## src/rtl/cpu_interlock_pkg.sv

```systemverilog
// cpu_interlock_pkg: mox125 opcodes, interlock state encoding and op-class helpers.
package cpu_interlock_pkg;
  localparam int ILK_STATE_WIDTH = 3;
  typedef enum logic [ILK_STATE_WIDTH-1:0] {
    ILK_RUN    = 3'd0,
    ILK_LDWAIT = 3'd1,
    ILK_MCWAIT = 3'd2,
    ILK_FLUSH  = 3'd3,
    ILK_HALT   = 3'd4
  } ilk_state_t;
  localparam logic [6:0] OP_ADD_L  = 7'h05;
  localparam logic [6:0] OP_POP    = 7'h07;
  localparam logic [6:0] OP_LDA_L  = 7'h08;
  localparam logic [6:0] OP_LD_L   = 7'h0a;
  localparam logic [6:0] OP_LDO_L  = 7'h0c;
  localparam logic [6:0] OP_NOP    = 7'h0f;
  localparam logic [6:0] OP_LD_B   = 7'h1c;
  localparam logic [6:0] OP_LDA_B  = 7'h1d;
  localparam logic [6:0] OP_LD_S   = 7'h21;
  localparam logic [6:0] OP_LDA_S  = 7'h22;
  localparam logic [6:0] OP_MUL_L  = 7'h2f;
  localparam logic [6:0] OP_DIV_L  = 7'h31;
  localparam logic [6:0] OP_UDIV_L = 7'h32;
  localparam logic [6:0] OP_MOD_L  = 7'h33;
  localparam logic [6:0] OP_UMOD_L = 7'h34;
  localparam logic [6:0] OP_BRK    = 7'h35;
  localparam logic [6:0] OP_LDO_B  = 7'h36;
  localparam logic [6:0] OP_LDO_S  = 7'h38;
  function automatic logic is_load(input logic [6:0] op);
    return op inside {OP_LD_B, OP_LD_S, OP_LD_L, OP_LDA_B, OP_LDA_S, OP_LDA_L,
                      OP_LDO_B, OP_LDO_S, OP_LDO_L, OP_POP};
  endfunction
  function automatic logic is_mc(input logic [6:0] op);
    return op inside {OP_MUL_L, OP_DIV_L, OP_UDIV_L, OP_MOD_L, OP_UMOD_L};
  endfunction
endpackage

```

## src/rtl/cpu_interlock_if.sv

```systemverilog
// cpu_interlock_if: decode/fetch/execute view of the interlock; resume_i exists only with INTERLOCK_BRK_HALT_EN.
interface cpu_interlock_if;
  import cpu_interlock_pkg::*;
  logic [6:0] op_i;
  logic wa_i;
  logic [3:0] wa_index_i;
  logic next_valid_i;
  logic [3:0] next_riA_i;
  logic [3:0] next_riB_i;
  logic branch_taken_i;
  logic mc_done_i;
`ifdef INTERLOCK_BRK_HALT_EN
  logic resume_i;
`endif
  logic stall_o;
  logic flush_o;
  logic bubble_o;
  logic halted_o;
  logic [ILK_STATE_WIDTH-1:0] state_o;
  modport master (
    output
`ifdef INTERLOCK_BRK_HALT_EN
    resume_i,
`endif
    op_i, wa_i, wa_index_i, next_valid_i, next_riA_i, next_riB_i, branch_taken_i, mc_done_i,
    input stall_o, flush_o, bubble_o, halted_o, state_o
  );
  modport slave (
    input
`ifdef INTERLOCK_BRK_HALT_EN
    resume_i,
`endif
    op_i, wa_i, wa_index_i, next_valid_i, next_riA_i, next_riB_i, branch_taken_i, mc_done_i,
    output stall_o, flush_o, bubble_o, halted_o, state_o
  );
endinterface

```

## src/rtl/stall_counter.sv

```systemverilog
// stall_counter: 4-bit loadable down-counter; zero_next flags the cycle whose decrement reaches zero.
module stall_counter (
  input  logic       clk_i,
  input  logic       rst_i,
  input  logic       load,
  input  logic       dec,
  input  logic [3:0] load_val,
  output logic       zero_next
);
  logic [3:0] cnt;
  always_ff @(posedge clk_i)
    cnt <= rst_i ? 4'd0 : load ? load_val : (dec && cnt != 4'd0) ? cnt - 4'd1 : cnt;
  assign zero_next = cnt <= 4'd1;
endmodule

```

## src/rtl/cpu_interlock.sv

```systemverilog
// cpu_interlock: mox125 load-use / mul-div / branch-flush interlock FSM.
// Define INTERLOCK_BRK_HALT_EN to add the BRK halt state and resume_i.
module cpu_interlock import cpu_interlock_pkg::*; #(
  parameter int LOAD_LAT     = 2,
  parameter int FLUSH_CYCLES = 2
) (
  input logic           clk_i,
  input logic           rst_i,
  cpu_interlock_if.slave bus
);
  if (LOAD_LAT < 1 || LOAD_LAT > 15 || FLUSH_CYCLES < 1 || FLUSH_CYCLES > 15) begin : g_bad_param
    $error("cpu_interlock: LOAD_LAT and FLUSH_CYCLES must be within 1..15");
  end
  // The entry cycle already counts as one stall/flush cycle, so a 1-cycle wait never leaves RUN.
  localparam ilk_state_t BR_DST = FLUSH_CYCLES > 1 ? ILK_FLUSH : ILK_RUN;
  localparam ilk_state_t LD_DST = LOAD_LAT > 1 ? ILK_LDWAIT : ILK_RUN;
  localparam logic [3:0] FL_VAL = 4'(FLUSH_CYCLES - 1);
  localparam logic [3:0] LD_VAL = 4'(LOAD_LAT - 1);
  ilk_state_t state, state_nxt;
  logic hazard, brk, mc_hit, ld_hit, br, load, zero_next, stall, flush, bubble;
  logic [3:0] load_val;
  assign hazard = bus.wa_i & bus.next_valid_i &
                  (bus.wa_index_i == bus.next_riA_i | bus.wa_index_i == bus.next_riB_i);
`ifdef INTERLOCK_BRK_HALT_EN
  assign brk = bus.op_i == OP_BRK;
`else
  assign brk = 1'b0;
`endif
  assign mc_hit = is_mc(bus.op_i);
  assign ld_hit = is_load(bus.op_i) & hazard;
  assign br = bus.branch_taken_i & (state != ILK_HALT);
  always_comb begin
    state_nxt = state;
    load = 1'b0;
    load_val = FL_VAL;
    case (state)
      ILK_RUN:
        if (br) begin
          state_nxt = BR_DST;
          load = 1'b1;
        end else if (brk) state_nxt = ILK_HALT;
        else if (mc_hit) state_nxt = bus.mc_done_i ? ILK_RUN : ILK_MCWAIT;
        else if (ld_hit) begin
          state_nxt = LD_DST;
          load = 1'b1;
          load_val = LD_VAL;
        end
      ILK_LDWAIT, ILK_FLUSH:
        if (br) begin
          state_nxt = BR_DST;
          load = 1'b1;
        end else if (zero_next) state_nxt = ILK_RUN;
      ILK_MCWAIT:
        if (br) begin
          state_nxt = BR_DST;
          load = 1'b1;
        end else if (bus.mc_done_i) state_nxt = ILK_RUN;
`ifdef INTERLOCK_BRK_HALT_EN
      ILK_HALT:
        if (bus.resume_i) state_nxt = ILK_RUN;
`endif
      default: state_nxt = ILK_RUN;
    endcase
  end
  always_ff @(posedge clk_i) begin
    state <= rst_i ? ILK_RUN : state_nxt;
    bubble <= rst_i ? 1'b0 : stall | flush;
  end
  stall_counter u_cnt (
    .clk_i    (clk_i),
    .rst_i    (rst_i),
    .load     (load),
    .dec      (state == ILK_LDWAIT || state == ILK_FLUSH),
    .load_val (load_val),
    .zero_next(zero_next)
  );
  assign flush = br | (state == ILK_FLUSH);
  assign stall = ~flush & ((state inside {ILK_LDWAIT, ILK_MCWAIT, ILK_HALT}) |
                           (state == ILK_RUN & (brk | mc_hit | ld_hit)));
  assign bus.stall_o = stall;
  assign bus.flush_o = flush;
  assign bus.bubble_o = bubble;
  assign bus.state_o = state;
`ifdef INTERLOCK_BRK_HALT_EN
  assign bus.halted_o = state == ILK_HALT;
`else
  assign bus.halted_o = 1'b0;
`endif
endmodule
```

## src/flat_wrapper.sv

```systemverilog
// flat-port wrapper written by rule: the top's interface ports become plain ports
module cpu_interlock_flat import cpu_interlock_pkg::*;
#(
  parameter int LOAD_LAT     = 2,
  parameter int FLUSH_CYCLES = 2
)
  (clk_i, rst_i, bus_op_i, bus_wa_i, bus_wa_index_i, bus_next_valid_i, bus_next_riA_i, bus_next_riB_i, bus_branch_taken_i, bus_mc_done_i, bus_stall_o, bus_flush_o, bus_bubble_o, bus_halted_o, bus_state_o);
  cpu_interlock_if bus_i ();
  input logic clk_i;
  input logic rst_i;
  input wire logic [$bits(bus_i.op_i)-1:0] bus_op_i;
  input wire logic [$bits(bus_i.wa_i)-1:0] bus_wa_i;
  input wire logic [$bits(bus_i.wa_index_i)-1:0] bus_wa_index_i;
  input wire logic [$bits(bus_i.next_valid_i)-1:0] bus_next_valid_i;
  input wire logic [$bits(bus_i.next_riA_i)-1:0] bus_next_riA_i;
  input wire logic [$bits(bus_i.next_riB_i)-1:0] bus_next_riB_i;
  input wire logic [$bits(bus_i.branch_taken_i)-1:0] bus_branch_taken_i;
  input wire logic [$bits(bus_i.mc_done_i)-1:0] bus_mc_done_i;
  output wire logic [$bits(bus_i.stall_o)-1:0] bus_stall_o;
  output wire logic [$bits(bus_i.flush_o)-1:0] bus_flush_o;
  output wire logic [$bits(bus_i.bubble_o)-1:0] bus_bubble_o;
  output wire logic [$bits(bus_i.halted_o)-1:0] bus_halted_o;
  output wire logic [$bits(bus_i.state_o)-1:0] bus_state_o;
  assign bus_i.op_i = bus_op_i;
  assign bus_i.wa_i = bus_wa_i;
  assign bus_i.wa_index_i = bus_wa_index_i;
  assign bus_i.next_valid_i = bus_next_valid_i;
  assign bus_i.next_riA_i = bus_next_riA_i;
  assign bus_i.next_riB_i = bus_next_riB_i;
  assign bus_i.branch_taken_i = bus_branch_taken_i;
  assign bus_i.mc_done_i = bus_mc_done_i;
  assign bus_stall_o = bus_i.stall_o;
  assign bus_flush_o = bus_i.flush_o;
  assign bus_bubble_o = bus_i.bubble_o;
  assign bus_halted_o = bus_i.halted_o;
  assign bus_state_o = bus_i.state_o;
  cpu_interlock #(.LOAD_LAT(LOAD_LAT), .FLUSH_CYCLES(FLUSH_CYCLES)) u_core (.clk_i(clk_i), .rst_i(rst_i), .bus(bus_i));
endmodule
```

## config.mk

```make
export PLATFORM = sky130hd
export DESIGN_NAME = cpu_interlock_flat
export DESIGN_NICKNAME = d
export VERILOG_FILES = /design/src/rtl/cpu_interlock_pkg.sv /design/src/rtl/cpu_interlock_if.sv /design/src/rtl/stall_counter.sv /design/src/rtl/cpu_interlock.sv /design/src/flat_wrapper.sv
export SDC_FILE = /design/constraint.sdc
export NUM_CORES = 1
export LEC_CHECK = 0
export CORE_ASPECT_RATIO = 1.2
export CORE_MARGIN = 10
export CORE_UTILIZATION = 38
export DETAILED_ROUTE_END_ITERATION = 10
export PLACE_DENSITY = 0.75
export REMOVE_ABC_BUFFERS = 1
export SYNTH_ARGS = -nofsm -noshare
export SYNTH_HDL_FRONTEND = slang
export SYNTH_SLANG_ARGS = --single-unit
```

## constraint.sdc

```tcl
create_clock -name clk_i -period 2.06 [get_ports clk_i]
set_input_delay 0.412 -clock clk_i [delete_from_list [all_inputs] [get_ports clk_i]]
set_output_delay 0.412 -clock clk_i [all_outputs]
set_load 0.01 [all_outputs]
```

==> results.cfg, run 1 <==
[final_layout]
mostFrequentLayoutCell = sky130_fd_sc_hd__buf_4
stdcell_count = 165
final_layout_size_suffix_gt1_share_pct = 38.36
multiInputGateArea_um2 = 680.7
mostFrequentLayoutCells = 22 x sky130_fd_sc_hd__buf_4, 10 x sky130_fd_sc_hd__nor2_1, 8 x sky130_fd_sc_hd__inv_1, 8 x sky130_fd_sc_hd__dlygate4sd2_1, 8 x sky130_fd_sc_hd__clkdlybuf4s50_1
diodes = 0
seq_area_um2 = 140.1
fin_area_mm2 = 0.001351
nFillCells = 152
layout.nets = 178
synthToLayoutAreaGrowth_pct = 75.61

[detailed_routing]
detail_route.iter0.violations = 9
detail_route.wl_per_cell_um = 15.09
ant_nets = 0
drc_errors = 0
dr.pass1.iters = 4
vias_per_cell = 5.339
wirelength_um = 2490
dr_total_vias = 881

[sta]
fin_crit_sh_pct = 102.1
fin_crit_ns = 2.104
totalNegativeSetupSlack_ns = -0.04362
maxClockFrequency_mhz = 475.4
setup_ws_ns = -0.04362
final.hold.worst_slack_ns = 0.6041
timing_hold_violations_final = 0
slew_viol_final = 0
grt_setup_unrepaired = yes
clock-skew-final_ns = 0.006427
setup_viol_count_final = 1

[global_route]
grt_overflow_total = 0
grt_first_pass_wirelength_um = 4022
grt_pass1_vias = 938
largest_net_degree_at_the_start_of_global_routing = 8
grt_use_total_pct = 11.56
antenna_violations_before_repair = 0

[synthesis]
yosysUniqueCellTypes = 39
postSynthCellCount = 92
syn-cell-area_um2 = 769.5
average_size_of_a_mapped_cell_um2 = 8.364
postSynthRegisterBits = 7
yosys_warnings = 0
ys_seq_area_share_pct = 18.21

[setup_path]
timing.rr.start = u_core.u_cnt.cnt[0]$_SDFFE_PP0P_
startpoint_type = input port
worstSetupPathType = in -> out
crit_arrival_ns = 1.69
crit_start = bus_op_i[0]
crit_path_max_fanout = 5
worstSetupEndpointType = output port
endpoint_required_time_on_the_critical_path_ns = 1.65

[cts]
clock_tree_buffer_depth = 2
clk-insertion-delay-late_ns = 0.24
clkTransAtPathRegs_ns = 0.06
cts_root_buf = sky130_fd_sc_hd__clkbuf_4
cts_max_level = 1
tritoncts = yes
count_of_hold_buffers_inserted_by_post_cts_repair = 0
cts_made_buffers = 3
cts_sinks = 7

[placement]
post-dp-hpwl_um = 1900
placedInstanceArea_mm2 = 0.001200
buffer_ports.inserted = 29
gp_congestion = 0.8065
placed_cells = 156

[floorplan]
row_count = 17
design.portCount = 32
die_w_um = 61.08
design.core.area_mm2 = 0.001893
initial_core_util_pct = 40.65
die_h_um = 69.30
floorplan.die_area_mm2 = 0.004233

[min_path]
hp-start = u_core.u_cnt.cnt[3]$_SDFFE_PP0P_
hold_path_class = reg -> reg

[status]
outcome = finished with violations
failed_checks = setup timing

[power_and_ir_drop]
p_per_area_mw_per_mm2 = 406.6
p_leak_nw = 0.6243
post-layout-total-power_w = 0.0005495
ir_drop_uv = 223.4

[run]
timing.max_cap.violations = 0
-- Yosys cell counts --
master	count	share of area [%]
sky130_fd_sc_hd__dfxtp_1	7	18
sky130_fd_sc_hd__or2b_1	1	0.98
sky130_fd_sc_hd__o21ai_0	3	2.0
sky130_fd_sc_hd__or2b_2	1	1.1
sky130_fd_sc_hd__and4b_2	1	1.5
sky130_fd_sc_hd__nand2_1	2	0.98
sky130_fd_sc_hd__a221oi_1	1	1.1
sky130_fd_sc_hd__o31ai_1	1	0.98
sky130_fd_sc_hd__and3b_2	1	1.3
sky130_fd_sc_hd__buf_4	3	2.9
sky130_fd_sc_hd__o32ai_1	1	1.1
sky130_fd_sc_hd__o21ai_1	1	0.65
sky130_fd_sc_hd__a211oi_1	1	0.98
sky130_fd_sc_hd__a21o_1	1	0.98
sky130_fd_sc_hd__nor2_1	12	5.9
sky130_fd_sc_hd__a21oi_1	4	2.6
sky130_fd_sc_hd__o211a_1	3	3.9
sky130_fd_sc_hd__conb_1	1	0.49
sky130_fd_sc_hd__ha_1	6	9.8
sky130_fd_sc_hd__o2111ai_2	1	2.0
sky130_fd_sc_hd__a221oi_2	2	3.9
sky130_fd_sc_hd__mux2i_1	1	1.3
sky130_fd_sc_hd__o41ai_1	2	2.3
sky130_fd_sc_hd__xnor2_1	7	8.0
sky130_fd_sc_hd__nand3b_1	1	0.98
sky130_fd_sc_hd__and3b_1	1	1.1
sky130_fd_sc_hd__o2111ai_1	1	1.1
sky130_fd_sc_hd__nor4b_1	1	1.1
sky130_fd_sc_hd__nor3b_1	3	2.9
sky130_fd_sc_hd__nor4bb_1	1	1.3
sky130_fd_sc_hd__o2bb2ai_1	1	1.1
sky130_fd_sc_hd__nor3_1	2	1.3
sky130_fd_sc_hd__nor2b_1	1	0.81
sky130_fd_sc_hd__o21bai_1	1	0.98
sky130_fd_sc_hd__xor2_1	4	4.6
sky130_fd_sc_hd__nor2b_2	1	1.1
sky130_fd_sc_hd__nand4_1	1	0.81
sky130_fd_sc_hd__a2111oi_2	1	2.0
sky130_fd_sc_hd__inv_1	8	3.9
-- routing by layer --
| layer | vias to the layer above | wire [um] | global-route usage (%) |
|---|---|---|---|
| met5 | - | 0 | 0 |
| met4 | 0 | 6 | 2.519 |
| met3 | 2 | 234 | 5.119 |
| met2 | 29 | 1239 | 20.62 |
| met1 | 411 | 1009 | 11.58 |
| li1 | 439 | - | - |
-- timing repair --
action | 4_1_cts | 5_1_grt
endpoints found under the hold margin | 0 | 0
pin swaps | 14 | 6
setup endpoints to repair | 8 | 1
buffers inserted | 2 | 3
resized for setup | 73 | 12
gates cloned | 0 | 0
-- critical path, stage by stage --
cell and delay [ns]:
sky130_fd_sc_hd__buf_12 0.09, sky130_fd_sc_hd__nor2b_4 0.13, sky130_fd_sc_hd__nand3b_1 0.12, sky130_fd_sc_hd__a2111oi_4 0.39
sky130_fd_sc_hd__o2111ai_2 0.19, sky130_fd_sc_hd__a211oi_2 0.19, sky130_fd_sc_hd__buf_2 0.16
-- state kept, by name, indices dropped and copies added, names as in the netlist --
register	flops
u_core.u_cnt.cnt	4
u_core.bus.bubble_o	1
u_core.bus.state_o	2
-- report_power, final --
| group | switching, W | internal [W] | total, W |
|---|---|---|---|
| logic | 0.000126 | 0.000147 | 0.000273 |
| clock network | 0.0000484 | 0.0000738 | 0.000122 |
| registers | 0.00000726 | 0.000147 | 0.000154 |
| total | 0.000182 | 0.000367 | 0.000549 |
-- cell families (layout without fill, tap and decap cells) --
| logic type | count (synthesis) | after routing | synth area share (%) |
|---|---|---|---|
| other cells | 1 | 2 | 0.4873 |
| flops | 7 | 7 | 18.21 |
| compound gates | 25 | 25 | 27.64 |
| mux | 1 | 1 | 1.301 |
| buf+inv | 11 | 64 | 6.829 |
| fa+ha+maj | 6 | 6 | 9.756 |
| simple gates | 30 | 30 | 23.25 |
| xor+xnor | 11 | 11 | 12.52 |
-- per-stage QoR --
stage / worst slack, ns / utilization (%)
2_1_floorplan: -0.03167 / -
3_3_place_gp: -0.9398 / 63.38
3_5_place_dp: -0.9873 / 63.38
4_1_cts: -0.07923 / 68.21
5_1_grt: -0.09225 / 71.38
6_report: -0.04362 / 71.38
-- layout make-up --
class	count	share of cell area [%]
multi-input combinational	75	50.37
timing repair buffer	52	33.33
sequential	7	10.37
inverter	8	2.222
clock buffer	4	1.944
tap	19	1.759
-- final timing paths --
| check | end | slack (ns) | depth (start not counted) |
|---|---|---|---|
| setup / recovery | bus_stall_o | -0.04 | 7 |
| hold / removal | u_core.u_cnt.cnt[3]$_SDFFE_PP0P_ | 0.60 | 2 |
| setup reg to reg | u_core.bus.state_o[1]$_SDFFE_PP0P_ | 0.37 | 7 |
| hold reg to reg | u_core.u_cnt.cnt[3]$_SDFFE_PP0P_ | 0.60 | 2 |
No activity file was read; power rests on OpenSTA's default activity.
==> run 2, diff against run 1 <==
HOLD_SLACK_MARGIN = 0.02   (was default)
==> results of run 2 <==
No change in the layout: final DEF, timing and power equal those of run 1.
==> run 3, diff against run 2 <==
CAP_MARGIN = 20   (was default)
CORE_MARGIN = default   (was 10)
==> results.cfg, run 3 (synthesis results as in run 1) <==
[global_route]
grt_first_pass_wirelength_um = 3443
grt_overflow_total = 0
grt_use_total_pct = 20.01
grt_pass1_vias = 878
largest_net_degree_at_the_start_of_global_routing = 8
antenna_violations_before_repair = 0

[setup_path]
endpoint_required_time_on_the_critical_path_ns = 1.65
crit_arrival_ns = 1.72
crit_path_max_fanout = 5
worstSetupPathType = in -> out
startpoint_type = input port
worstSetupEndpointType = output port

[floorplan]
initial_core_util_pct = 41.11
design.portCount = 32
die_w_um = 43.08
row_count = 17
floorplan.die_area_mm2 = 0.002210
die_h_um = 51.30
design.core.area_mm2 = 0.001872

[sta]
fin_crit_sh_pct = 103.4
clock-skew-final_ns = 0.005835
setup_viol_count_final = 1
slew_viol_final = 0
fin_crit_ns = 2.129
maxClockFrequency_mhz = 469.7
grt_setup_unrepaired = yes
totalNegativeSetupSlack_ns = -0.06907
setup_ws_ns = -0.06907
timing_hold_violations_final = 0

[power_and_ir_drop]
post-layout-total-power_w = 0.0005456
p_leak_nw = 0.6163
ir_drop_uv = 231.5
p_per_area_mw_per_mm2 = 412.2

[placement]
placedInstanceArea_mm2 = 0.001222
placed_cells = 159
buffer_ports.inserted = 29
dp_worst_setup_slack_ns = -1.049
post-dp-hpwl_um = 1636
gp_congestion = 0.7644

[final_layout]
mostFrequentLayoutCell = sky130_fd_sc_hd__buf_4
mostFrequentLayoutCells = 22 x sky130_fd_sc_hd__buf_4, 11 x sky130_fd_sc_hd__nor2_1, 8 x sky130_fd_sc_hd__inv_1, 8 x sky130_fd_sc_hd__clkdlybuf4s50_1, 8 x sky130_fd_sc_hd__buf_2
diodes = 0
layout.nets = 178
number_of_flip_flops_under_the_largest_register_name = 4
multiInputGateArea_um2 = 670.6
seq_area_um2 = 140.1
final_layout_size_suffix_gt1_share_pct = 39.04
stdcell_count = 165
synthToLayoutAreaGrowth_pct = 72.03
nFillCells = 148
registers.top_by_ff_count = u_core.u_cnt.cnt
fin_area_mm2 = 0.001324

[cts]
clkTransAtPathRegs_ns = 0.05
cts_max_level = 1
cts_sinks = 7
cts_made_buffers = 3
clk-insertion-delay-late_ns = 0.24
clock_tree_buffer_depth = 2
tritoncts = yes
cts_root_buf = sky130_fd_sc_hd__clkbuf_4

[detailed_routing]
dr.pass1.iters = 4
drc_errors = 0
ant_nets = 0
detail_route.wl_per_cell_um = 12.53
dr_total_vias = 884
wirelength_um = 2068
vias_per_cell = 5.358
detail_route.iter0.violations = 8

[status]
failed_checks = setup timing
outcome = finished with violations

[run]
timing.max_cap.violations = 0

[min_path]
hold_path_class = reg -> reg
[run 3: cell type report]
cell class / instances / area share (%)
well taps: 19 / 1.796
multi-input cells: 75 / 50.66
inverters: 8 / 2.268
repair buffers: 52 / 32.70
flip-flops and latches: 7 / 10.59
clock buffers: 4 / 1.985
[run 3: worst paths after layout]
check                                        start                            endpoint  slack, ns  cells after the start
setup reg to reg  u_core.u_cnt.cnt[0]$_SDFFE_PP0P_  u_core.bus.state_o[1]$_SDFFE_PP0P_       0.30                      7
setup / recovery                       bus_op_i[0]                         bus_stall_o      -0.07                      7
hold / removal    u_core.u_cnt.cnt[3]$_SDFFE_PP0P_    u_core.u_cnt.cnt[3]$_SDFFE_PP0P_       0.61                      2
hold reg to reg   u_core.u_cnt.cnt[3]$_SDFFE_PP0P_    u_core.u_cnt.cnt[3]$_SDFFE_PP0P_       0.61                      2
[run 3: repair_timing]
| action | 4_1_cts | 5_1_grt |
|---|---|---|
| hold buffers | 0 | 0 |
| endpoints found under the setup margin | 8 | 1 |
| buffers inserted | 1 | 1 |
| resized for setup | 81 | 8 |
| pin swaps | 15 | 7 |
| hold endpoints to repair | 0 | 0 |
[run 3: critical path: stages]
cell and delay (ns):
sky130_fd_sc_hd__buf_8 0.08, sky130_fd_sc_hd__nor2b_4 0.13, sky130_fd_sc_hd__nand3b_1 0.13, sky130_fd_sc_hd__a2111oi_4 0.43, sky130_fd_sc_hd__o2111ai_4 0.17, sky130_fd_sc_hd__a211oi_2 0.20, sky130_fd_sc_hd__buf_2 0.16
[run 3: report_power, final]
group / internal [W] / switching [W]
sequential: 0.000147 / 0.00000785
combinational: 0.000149 / 0.000122
clock: 0.0000736 / 0.0000463
[run 3: metal layers]
layer | track usage [%] | vias to the layer above | routed length (um)
li1 | - | 443 | -
met1 | 22.72 | 402 | 847
met2 | 36.32 | 35 | 1084
met3 | 2.120 | 4 | 108
met4 | 9.596 | 0 | 27
met5 | 0 | - | 0
[run 3: through the flow]
stage	util, %	hold WS, ns
after floorplan	-	0.4782
after global routing	70.72	0.6359
after CTS	69.52	0.6085
final	70.72	0.6073
after detailed placement	65.31	0.5925
after global placement	65.31	0.5778
